===== src/rtl/regfile_wb_arbiter.sv =====
// Arbitrates the register-file write port between pipeline writeback and buffered MDU results.
// Optional starvation guard enabled by defining REGFILE_ARB_STARVE_EN.
`ifndef WORD_WIDTH
`define WORD_WIDTH 32
`endif

module regfile_wb_arbiter #(
  parameter int unsigned WORD_WIDTH = `WORD_WIDTH,
  parameter int unsigned FIFO_DEPTH = 2
`ifdef REGFILE_ARB_STARVE_EN
  ,
  parameter int unsigned MAX_WAIT = 4
`endif
) (
  input  logic                  clk,
  input  logic                  rst_n,
  input  logic                  wb_en,
  input  logic [4:0]            wb_addr,
  input  logic [WORD_WIDTH-1:0] wb_data,
  input  logic                  mdu_valid,
  input  logic [4:0]            mdu_addr,
  input  logic [WORD_WIDTH-1:0] mdu_data,
  output logic                  mdu_ready,
  input  logic                  issue_valid,
  input  logic [4:0]            issue_addr,
  input  logic [4:0]            rd_addr1,
  input  logic [4:0]            rd_addr2,
  output logic                  rd_busy,
  output logic                  stall_req,
  output logic                  rf_we,
  output logic [4:0]            rf_waddr,
  output logic [WORD_WIDTH-1:0] rf_wdata
);

  localparam int unsigned AW = (FIFO_DEPTH > 1) ? $clog2(FIFO_DEPTH) : 1;
  localparam int unsigned CW = AW + 1;
  localparam int unsigned RW = 5;
  localparam int unsigned NR = 32;

  typedef struct packed {
    logic [RW-1:0]         addr;
    logic [WORD_WIDTH-1:0] data;
  } entry_t;

  entry_t          mem [FIFO_DEPTH];
  entry_t          head;
  logic [AW-1:0]   wr_ptr;
  logic [AW-1:0]   rd_ptr;
  logic [CW-1:0]   count;
  logic [CW-1:0]   count_nxt;
  logic [NR-1:0]   busy;
  logic [NR-1:0]   busy_nxt;
  logic            fifo_empty;
  logic            push;
  logic            pop;

  assign head       = mem[rd_ptr];
  assign fifo_empty = (count == '0);

  // Ready depends only on registered occupancy; a pop frees a slot for the next cycle.
  assign mdu_ready = rst_n && (count != CW'(FIFO_DEPTH));
  assign push      = mdu_valid && mdu_ready;
  assign pop       = rst_n && !wb_en && !fifo_empty;

  // Write-port mux: pipeline first, FIFO head in bubbles, register 0 never written.
  always_comb begin
    rf_we    = 1'b0;
    rf_waddr = head.addr;
    rf_wdata = head.data;
    if (wb_en) begin
      rf_waddr = wb_addr;
      rf_wdata = wb_data;
      rf_we    = rst_n && (wb_addr != '0);
    end else if (!fifo_empty) begin
      rf_we    = rst_n && (head.addr != '0);
    end
  end

  always_comb begin
    count_nxt = count;
    case ({push, pop})
      2'b10:   count_nxt = count + CW'(1);
      2'b01:   count_nxt = count - CW'(1);
      default: count_nxt = count;
    endcase
  end

  // Scoreboard update: a drain clears, a new issue sets, and set takes precedence.
  always_comb begin
    busy_nxt = busy;
    if (pop) begin
      busy_nxt[head.addr] = 1'b0;
    end
    if (issue_valid && (issue_addr != '0)) begin
      busy_nxt[issue_addr] = 1'b1;
    end
    busy_nxt[0] = 1'b0;
  end

  always_ff @(posedge clk) begin
    if (!rst_n) begin
      wr_ptr <= '0;
      rd_ptr <= '0;
      count  <= '0;
      busy   <= '0;
    end else begin
      if (push) begin
        wr_ptr <= wr_ptr + AW'(1);
      end
      if (pop) begin
        rd_ptr <= rd_ptr + AW'(1);
      end
      count <= count_nxt;
      busy  <= busy_nxt;
    end
  end

  always_ff @(posedge clk) begin
    if (push) begin
      mem[wr_ptr].addr <= mdu_addr;
      mem[wr_ptr].data <= mdu_data;
    end
  end

  assign rd_busy = rst_n && (busy[rd_addr1] || busy[rd_addr2]);

`ifdef REGFILE_ARB_STARVE_EN
  localparam int unsigned WW = $clog2(MAX_WAIT + 1);

  logic [WW-1:0] wait_cnt;

  // Counts cycles the FIFO head is blocked by writeback; saturates at the threshold.
  always_ff @(posedge clk) begin
    if (!rst_n) begin
      wait_cnt <= '0;
    end else if (pop || fifo_empty) begin
      wait_cnt <= '0;
    end else if (wb_en && (wait_cnt < WW'(MAX_WAIT))) begin
      wait_cnt <= wait_cnt + WW'(1);
    end
  end

  assign stall_req = rst_n && (wait_cnt >= WW'(MAX_WAIT));
`else
  assign stall_req = 1'b0;
`endif

`ifndef SYNTHESIS
  // Pipeline contract monitors; an issue to a register retiring this same cycle is legal.
  always_ff @(posedge clk) begin
    if (rst_n && issue_valid && (issue_addr != '0) && busy[issue_addr]
        && !(pop && (head.addr == issue_addr))) begin
      $error("regfile_wb_arbiter: issue to busy register r%0d", issue_addr);
    end
    if (rst_n && wb_en && (wb_addr != '0) && busy[wb_addr]) begin
      $error("regfile_wb_arbiter: writeback to busy register r%0d", wb_addr);
    end
  end
`endif

endmodule


===== config.mk =====
export PLATFORM = sky130hd
export DESIGN_NAME = regfile_wb_arbiter
export DESIGN_NICKNAME = d
export VERILOG_FILES = /design/src/rtl/regfile_wb_arbiter.sv
export SDC_FILE = /design/constraint.sdc
export NUM_CORES = 1
export LEC_CHECK = 0
export CAP_MARGIN = 25
export CORE_ASPECT_RATIO = 0.8
export CORE_MARGIN = 5
export CORE_UTILIZATION = 40
export DETAILED_ROUTE_END_ITERATION = 7
export PLACE_DENSITY = 0.68
export SLEW_MARGIN = 10
export SYNTH_ARGS = -nofsm -noshare
export SYNTH_HDL_FRONTEND = slang
export SYNTH_SLANG_ARGS = --single-unit

===== constraint.sdc =====
create_clock -name clk -period 3.45 [get_ports clk]
set_input_delay 0.69 -clock clk [delete_from_list [all_inputs] [get_ports clk]]
set_output_delay 0.69 -clock clk [all_outputs]
set_load 0.01 [all_outputs]

==> metrics.txt <==
wire length after detailed routing=13,600 µm; Worst Skew=0.0111 ns; clk root buf=clkbuf_16; Async SR Flop Fraction=0%; Slew HR=49.2%; cell count after synthesis=446; via count=4,042; placer congestion estimate=0.956; Commonest cells post-synth=74 x edfxtp_1, 70 x nand2_1, 69 x o21ai_0, 41 x mux2i_1, 36 x dfxtp_1; DRC Markers=0; hold crit path type=reg2reg; worst-path cell chain=clkdlybuf4s50_1 > mux2_2 > a2111oi_1 > nor4_1 > a221o_1 > clkdlybuf4s15_1; slowest library cell on the worst path=clkdlybuf4s50_1; Unique masters post-synth=44; vias in the first global route=3,937; Tmin final=3.30 ns; CTS clk-pin slew, worst paths=0.07 ns; htree depth=3; CTS tree=built; syn_nets=541; EDFF count, synth=74; Total GRT Usage=17.6%; Critical Path RT=2.76 ns; final std cells w/o fill=761; Clk Latency, worst-skew pair=0.35 ns; Post-Synthesis Cell Area=5240 µm²; clock sink total=110; drt first pass iters=5; measured slew at the worst slew-check pin=0.763 ns; initial antenna violation count=0; WL/cell=17.8 µm; Vias/cell=5.31; sequential area share after synthesis=56.2%; Fill cells=1,080; clock tree buffer depth=2; largest fanout on the critical path=2; Antenna Diode Count=0; Hold Vio Cnt, Final=0; FF+latch count, synth=110; MaxCap Viol Count=0; core box area=12,900 µm²; maximum vdd drop=0.274 mV; CTS buffer count=9; Max Clk Rate=303 MHz; Worst path max stage delay=0.49 ns; register area=2940 µm²; Syn Area/Cell=11.7 µm²; IO Port Bufs=133; Max Slew Vio Count=0; status=finished clean; area grow syn2layout=35.9%; P_leak=0.00241 µW; placed cells=745; WP data arrival=2.61 ns; HPWL after detailed placement=10,300 µm; area fraction of the dominant cell type after synthesis=42.4%; largest net degree at the start of global routing=39; first-pass GRT wire length=21,100 µm; Crit Path Category=in2out; die area=15,500 µm²; Initial Util=40.7%; synth top area cells=edfxtp_1 42%, dfxtp_1 14%, mux2i_1 7.8%; crit share post-route=95.7%; Final setup viols=0; Die Span Y=112 µm; most common flop cell mapped by yosys=edfxtp_1; Die W=138 µm; cell with the most instances after synthesis=edfxtp_1; number of routed nets with antenna violations=0; hold slack=0.476 ns; area of the multi-input gates=2180 µm²; Setup Buffers After CTS=0; Congestion Overflow GR=0; DRT iter0 DRCs=317; Yosys top cell by area=edfxtp_1; Critical Path End Type=primary output; CTS Hold Bufs=0; CP Launch Type=primary input; yosys warns=0; # nets final=676; Row Count=37; boundary pin count=135; share of layout cells above drive strength 1=10.4%; power per cell area=426 nW/µm²; RSZ-0062 raised after global routing=false
[power breakdown]
part	leakage [µW]	internal [µW]	switching, µW
clock network	0.000152	535	500
logic	0.00129	283	232
registers	0.000971	1460	28.7
total	0.00241	2270	761
[worst paths after layout]
check                                    startpoint                   to  slack (ns)  depth (start not counted)
worst min-delay path            rd_ptr$_SDFFE_PN0P_                 flop        0.48                          1
worst max register to register                 flop  busy[19]$_SDFF_PN0_        1.33                          5
worst max-delay path                    rd_addr2[1]              rd_busy        0.15                          6
worst min register to register  rd_ptr$_SDFFE_PN0P_                 flop        0.48                          1
[per-stage QoR]
step / setup WS, ns / instance area, µm² / setup TNS [ns] / power (µW) / utilization (%)
6_report: 0.148 / 7120 / 0 / 3030 / 55.3
3_3_place_gp: -0.184 / 6800 / -0.184 / 2020 / 52.8
2_1_floorplan: 0.601 / 5240 / 0 / 1750 / -
4_1_cts: 0.0974 / 7110 / 0 / 3060 / 55.3
5_1_grt: 0.0360 / 7120 / 0 / 3150 / 55.3
3_5_place_dp: -0.301 / 6800 / -0.301 / 2030 / 52.8
[layer usage]
metal	global-route usage [%]	share of wire [%]	up-vias
met5	0	0	-
met4	6.45	2.5	0
met3	3.90	7.4	29
met2	28.1	48	172
met1	23.7	42	1905
li1	-	-	1936
[cells in the final DEF (no fill, tap or decap), types with 2 or more instances in the layout]
cell / n
clkdlybuf4s50_1: 128
o221ai_1: 5
a21boi_0: 32
edfxtp_1: 74
inv_1: 4
o21a_1: 2
clkinv_8: 2
and2_1: 4
mux4_2: 11
mux4_1: 3
nor2_1: 9
o22ai_1: 2
nand2b_1: 5
o21ai_0: 69
nand3_1: 9
buf_4: 16
clkbuf_16: 9
nand2_1: 70
mux2_2: 8
nor2b_1: 3
xnor2_1: 2
dlygate4sd2_1: 2
or2b_2: 2
inv_6: 3
nor4_1: 2
o211ai_1: 2
nor3b_1: 3
dfxtp_1: 35
and3b_1: 4
nor3_1: 2
mux2i_1: 41
[timing repair]
action	4_1_cts	5_1_grt
endpoints found under the setup margin	1	1
gates resized for setup	5	3
gates cloned	0	0
[sequential cells by signal, indices dropped and copies added, names as in the netlist, named ones only]
signal / count
busy: 31
count: 2
rd_ptr: 1
wr_ptr: 1
mem: 74
[worst max-delay path: cells and delay by family]
kind                   cells  cell delay (ns)
muxes                      1             0.35
buffers and inverters      2             0.73
and+or+nand+nor            1             0.12
AOI/OAI and AO/OA          2             0.73
[area by class of cell]
cell class                      instances  share of cell area, %
Inverter                                4                  0.211
Clock buffer                           10                   3.36
Timing Repair Buffer                  150                   20.5
Multi-Input combinational cell        306                   30.6
Clock inverter                          6                  0.984
Tap cell                              175                   3.08
Sequential cell                       110                   41.3
[kinds of logic (layout without fill, tap and decap cells)]
kind of cell	Yosys count	count (layout)	share of synthesized area (%)
AOI/OAI and AO/OA	119	119	14.0
and+or+nand+nor	120	120	10.7
buffers and inverters	30	170	2.65
DFF	110	110	56.2
other	1	1	0.0716
muxes	63	63	15.8
xor gates and xnor gates	2	2	0.334
adders and majority gates	1	1	0.239
Power figures use the tool's default switching activity.
